[src/rtl/result_uart_tx.sv]
// result_uart_tx: serialises a captured 80-bit score vector as an 11-byte 8N1 UART packet (HEADER first, then din[79:72] down to din[7:0])
//   clk       : system clock, all logic on posedge
//   rst_n     : synchronous active-low reset
//   din       : ten 8-bit class scores, captured when din_valid is accepted
//   din_valid : one-cycle strobe, honoured only while idle
//   tx        : registered UART line, idle high
//   busy      : registered, high while a packet is in flight
module result_uart_tx #(
  parameter int         BAUD_DIV = 434,
  parameter logic [7:0] HEADER   = 8'hAA
) (
  input  logic        clk,
  input  logic        rst_n,
  input  logic [79:0] din,
  input  logic        din_valid,
  output logic        tx,
  output logic        busy
);
  localparam int BW = BAUD_DIV > 1 ? $clog2(BAUD_DIV) : 1;
  typedef enum logic [1:0] {IDLE, START, DATA, STOP} state_t;
  state_t        state_q, state_d;
  logic [BW-1:0] baud_q, baud_d;
  logic [2:0]    bit_q, bit_d;
  logic [3:0]    byte_q, byte_d;
  logic [79:0]   data_q, data_d;
  logic          tx_q, tx_d, busy_q, busy_d;
  logic          wrap;
  logic [6:0]    sel;
  logic [7:0]    cur;
  assign wrap = baud_q == BW'(BAUD_DIV - 1);
  // byte 1 is data_q[79:72], byte 10 is data_q[7:0]
  assign sel  = {4'd10 - byte_q, 3'b000};
  assign cur  = byte_q == 4'd0 ? HEADER : data_q[sel +: 8];
  assign tx   = tx_q;
  assign busy = busy_q;
  always_comb begin
    state_d = state_q;
    bit_d   = bit_q;
    byte_d  = byte_q;
    data_d  = data_q;
    baud_d  = (state_q == IDLE || wrap) ? '0 : baud_q + BW'(1);
    case (state_q)
      IDLE:  if (din_valid) begin
               state_d = START;
               data_d  = din;
             end
      START: if (wrap) state_d = DATA;
      DATA:  if (wrap) begin
               bit_d = bit_q + 3'd1;
               if (bit_q == 3'd7) state_d = STOP;
             end
      STOP:  if (wrap) begin
               state_d = byte_q == 4'd10 ? IDLE : START;
               byte_d  = byte_q == 4'd10 ? 4'd0 : byte_q + 4'd1;
             end
      default: state_d = IDLE;
    endcase
    // outputs are registered from the next state so they line up with it
    tx_d   = state_d == START ? 1'b0 : state_d == DATA ? cur[bit_d] : 1'b1;
    busy_d = state_d != IDLE;
  end
  always_ff @(posedge clk) begin
    if (!rst_n) begin
      state_q <= IDLE;
      baud_q  <= '0;
      bit_q   <= '0;
      byte_q  <= '0;
      data_q  <= '0;
      tx_q    <= 1'b1;
      busy_q  <= 1'b0;
    end else begin
      state_q <= state_d;
      baud_q  <= baud_d;
      bit_q   <= bit_d;
      byte_q  <= byte_d;
      data_q  <= data_d;
      tx_q    <= tx_d;
      busy_q  <= busy_d;
    end
  end
endmodule
[config.mk]
export PLATFORM = sky130hd
export DESIGN_NAME = result_uart_tx
export DESIGN_NICKNAME = d
export VERILOG_FILES = /design/src/rtl/result_uart_tx.sv
export SDC_FILE = /design/constraint.sdc
export NUM_CORES = 1
export LEC_CHECK = 0
export CAP_MARGIN = 20
export CORE_MARGIN = 2
export CORE_UTILIZATION = 45
export CTS_CLUSTER_SIZE = 12
export DETAILED_ROUTE_END_ITERATION = 16
export PLACE_DENSITY_LB_ADDON = 0.2
export REMOVE_ABC_BUFFERS = 1
export SYNTH_ARGS = -nofsm -noshare
export SYNTH_HDL_FRONTEND = slang
export SYNTH_SLANG_ARGS = --single-unit
[constraint.sdc]
create_clock -name clk -period 6.3 [get_ports clk]
set_input_delay 1.89 -clock clk [delete_from_list [all_inputs] [get_ports clk]]
set_output_delay 1.89 -clock clk [all_outputs]
set_load 0.005 [all_outputs]
After elaboration in Yosys (flattened, before gate mapping) --
Cells that the tools add are included.
Word-level totals: output and inout bits 2, input port bits 83, flip-flop bits (word level) 100, word-level logic and storage cells 44
Cells by class: mux-type cells 15, $lt $le $gt $ge 1, equal/unequal tests 8, $add $sub $neg 4, reduce and logical (&&, ||, !) cells 7, bitwise logic cells 1, shift operators 1
Operators with widths (number):
- indexed part select 80 x 8 -> 8 bit | 1
- two-way mux 2 bit | 5
- adder 9 x 1 -> 9 bit (second input constant) | 1
- == test 9 bit (second input constant) | 1
- two-way mux 8 bit | 1
- case mux 2 bit (4 select lines) | 1
- == test 2 bit (second input constant) | 3
- two-way mux 3 bit | 2
- adder 4 x 1 -> 4 bit (second input constant) | 1
- == test 2 x 1 -> 1 bit (second input constant) | 2
- == test 4 bit (second input constant) | 1
- zero test 4 bit | 1
- < comparator 3 x 4 -> 1 bit (second input constant) | 1
- two-way mux 1 bit | 4
- two-way mux 4 bit | 1
- AND reduction 2 bit | 2
- subtractor 4 bit (first input constant) | 1
- adder 3 x 1 -> 3 bit (second input constant) | 1
- binary-select mux 1 bit (select 3 bit) | 1
- == test 3 bit (second input constant) | 1
- zero test 2 bit | 1
- nonzero test 2 bit | 1
- OR reduction 2 bit | 1
- logical OR 1 bit | 1
- NOT 1 bit | 1

Depth between registers and ports, before layout --
word-level depth 7, gate-level depth with buffers 12, gate-level depth less buffers 9

Least setup slack after synthesis --
OpenSTA, ideal clock, no wires.
path type input -> register, from in rst_n, to reg tx_q, in the netlist tx, cell stages on the path 6, path buffers 1, data arrival time 2.902 ns, library setup time 0.123 ns, required time 6.177 ns, slack 3.275 ns, cell sequence clkbuf_1 -> o31ai_1 -> a311o_1 -> a221oi_1 -> o211a_1 -> a31oi_1
RTL lines:
- from (decl) | RTL line 13 | input logic rst_n,
- to (signal assigned) | RTL line 77 | tx_q <= tx_d;
- to (decl) | RTL line 26 | logic tx_q, tx_d, busy_q, busy_d;

Final worst setup path --
from in din_valid, to reg data_q[60]
Between the ends: cells in the longest elaborated chain, start to end 1
Ends and longest elaborated chain:
- from (decl) | RTL line 15 | input logic din_valid,
- AND reduction 2 bit (no line)
- to (signal assigned) | RTL line 76 | data_q <= data_d;
- to (decl) | RTL line 25 | logic [79:0] data_q, data_d;
Every way passes these cells. A chain may end at the register's enable or synchronous reset.

==> flow_summary_export.csv <==
group,metric,value,unit
floorplanning,initial_core_util,46.7,%
setup_path,crit_arrival,3.96,ns
timing,period_share,58.4,%
clock_tree,cts_resized,0,
global_routing,met2_usage,31.5,%
timing,slew_violations,0,
clock_tree,cts_root_buf,"clkbuf_8",
global_routing,grt-ovfl-total,0,
global_routing,grt_util_all_layers,18.6,%
synthesis,synth.distinct_cells,59,
pwr,intPower,0.937,mW
global_routing,antenna_found_initial,0,
global_routing,grt_max_degree,92,
job,maxCapViolCount,0,
setup_path,path_cells,"clkdlybuf4s50_1, and2_2, buf_4, nand2_1, a21boi_0",
timing,worst_slack,2.62,ns
synthesis,async_reset_ff_share,0,%
clock_tree,clk_path_buf_depth,2,
global_routing,grt_use_met3,3.92,%
hold_path,hold_class,"flip-flop to flip-flop",
pwr,vdd_drop_max,0.104,mV
pwr,pwr-share-seq,54.6,%
timing,skew,0.0140,ns
layout,nets,703,
pwr,p_comb_share,11.9,%
pwr,p_clk_share,33.5,%
timing,min_period,3.68,ns
setup_path,start_kind,"input port",
clock_tree,h-tree-depth,3,
clock_tree,cts_buffers,9,
floorplanning,dieArea,11700,sq um
timing,rsz0062_at_grt,"no",
synthesis,netlist_area,4860,sq um
synthesis,synth-edff-count,0,
drt,wirelength,10400,um
setup_path,crit_slowest_cell,"and2_2",
drt,num_vias,3903,
setup_path,critPathBufInv,2,
setup_path,crit_fanout,57,
drt,wl_per_cell,13.8,um
drt,first_iter_violations,207,
layout,fill_cells,956,
timing,hold_viol,0,
layout,layout_commonest_cell,"nand2_1",
clock_tree,cts_tree,"built",
clock_tree,post_cts_buffers,0,
floorplanning,io_pins,85,
place,io_buffers,84,
timing,relSlewSlack,33.5,%
synthesis,ys_ff_latch,100,
clock_tree,worstSkewPairLatency,0.36,ns
place,place.gp.congestion,0.788,
floorplanning,fp.dieW,108,um
layout,drive_above_1_share,7.29,%
clock_tree,cts_hold_buf,0,
setup_path,cp.required,6.58,ns
timing,worstMarginPinSlew,0.998,ns
timing,tns,0,ns
layout,area_growth,21.6,%
synthesis,synth_ff_type,"dfxtp_1",
floorplanning,die_y,108,um
setup_path,critPathMaxStageDelay,0.81,ns
timing,whs,0.464,ns
global_routing,first_global_vias,3795,
floorplanning,fp-row-count,37,
pwr,power.density,211,nW/um^2
drt,postRouteAntennaNets,0,
place,dpl.hpwl,7050,um
global_routing,grt_pass1_wl,17300,um
setup_path,critPathTopFamily,"buffers and inverters",
global_routing,top_usage_layer,"met2",
setup_path,crit_type,"input port to flip-flop",
synthesis,synth_cells,550,
layout,fin_util,56.8,%
drt,drc,0,
setup_path,end_kind,"flip-flop",
drt,vias_per_cell,5.18,
synthesis,seq_area_frac_synth,41.2,%
clock_tree,cts_sinks,100,
synthesis,syn_area_per_cell,8.84,sq um
drt,drt_pass1_iterations,5,
timing,fmax,0.272,GHz
timing,setup_violations,0,
pwr,p_switching,0.309,mW
synthesis,synth_warnings,0,
clock_tree,clk_pin_slew,0.10,ns
pwr,power_leakage,2.08,nW
global_routing,grt_util_met1,23.9,%
floorplanning,core_area,10400,sq um
layout,antenna_cells,0,
outcome,outcome,"complete, no violations",
pwr,swShare,24.8,%
place,place_ws,2.22,ns
layout,layout_common_cells,"173 x nand2_1, 100 x dfxtp_1, 83 x clkdlybuf4s50_1",
## cell families (layout without fill, tap and decap cells)
kind of cell             Yosys count  in the layout  share of synthesized area [%]
buffers and inverters             45            112                           4.66
flip-flops                       100            100                           41.2
adder cells (fa/ha/maj)            8              8                           2.06
AO/OA/AOI/OAI                    121            121                           18.5
multiplexers                      28             28                           10.2
XOR/XNOR                           9              9                           2.01
AND/OR/NAND/NOR                  239            239                           21.4
## flip-flops by register name, indices dropped and copies added, names as in the netlist
register	count
byte_q	4
bit_q	3
busy	1
baud_q	9
data_q	80
state_q	2
tx	1
## power by group through the flow
stage          clock, mW  sequential [mW]  combinational, mW
6_report           0.417            0.681              0.148
5_1_grt            0.459            0.685              0.164
4_1_cts            0.431            0.681              0.151
3_5_place_dp           0            0.696              0.150
3_3_place_gp           0            0.694              0.147
2_1_floorplan          0            0.691             0.0708
## metrics by stage
stage	power (mW)	area, sq um	std cells
floorplan	0.762	4670	513
global placement	0.841	5710	737
detailed placement	0.846	5710	737
CTS	1.26	5910	753
global route	1.31	5910	753
finish	1.25	5910	753
## cells in the mapped netlist (2+ instances only)
library cell	count	area, sq um
nand3_1	7	35.0
o22ai_1	4	25.0
buf_6	2	22.5
nand2b_1	2	12.5
or3_1	2	12.5
o21ai_0	10	50.1
nand3b_1	3	22.5
nor2_1	21	78.8
nor3_1	7	35.0
xnor2_1	3	26.3
dfxtp_1	100	2000
a21boi_0	80	601
a21oi_1	6	30.0
a221oi_1	2	17.5
mux4_2	15	338
o211ai_1	4	30.0
xor2_1	5	43.8
ha_1	8	100
a22o_1	3	26.3
and2_1	4	25.0
clkbuf_1	29	109
nand2_1	174	653
buf_2	2	10.0
mux2i_1	11	110
nor2b_1	5	31.3
inv_1	7	26.3
nand4bb_1	2	22.5
## layer usage
metal | vias to the layer above | share of wire (%)
met4 | 0 | 1.8
met2 | 75 | 49
met1 | 1804 | 46
li1 | 2007 | -
met5 | - | 0
met3 | 17 | 3.3
## worst reg2reg max path, cell delays in order, from the launching register on
cell	delay, ns
dfxtp_1	0.64
buf_4	0.41
inv_6	0.08
ha_1	0.91
nand2_1	0.11
a21oi_1	0.24
a41oi_4	0.11
nor3b_1	0.28
a21oi_1	0.06
a221o_1	0.36
a31oi_1	0.17
## cell type report
cell class              instances  area (sq um)  area share [%]
flip-flops and latches        100          2000            33.9
inverters                       8          35.0           0.593
multi-input cells             405          2640            44.6
well taps                     136           170            2.88
clock buffers                  10           128            2.16
repair buffers                 88           866            14.6
clock inverters                 6          72.6            1.23
## worst paths after layout
kind                            slack, ns  startpoint  cells past startpoint          to
worst max-delay path                 2.62   din_valid                      5  data_q[60]
worst min-delay path                 0.46   data_q[5]                      2   data_q[5]
worst max register to register       2.88   byte_q[0]                     10          tx
worst min register to register       0.46   data_q[5]                      2   data_q[5]
(Power assumes the default switching activity.)
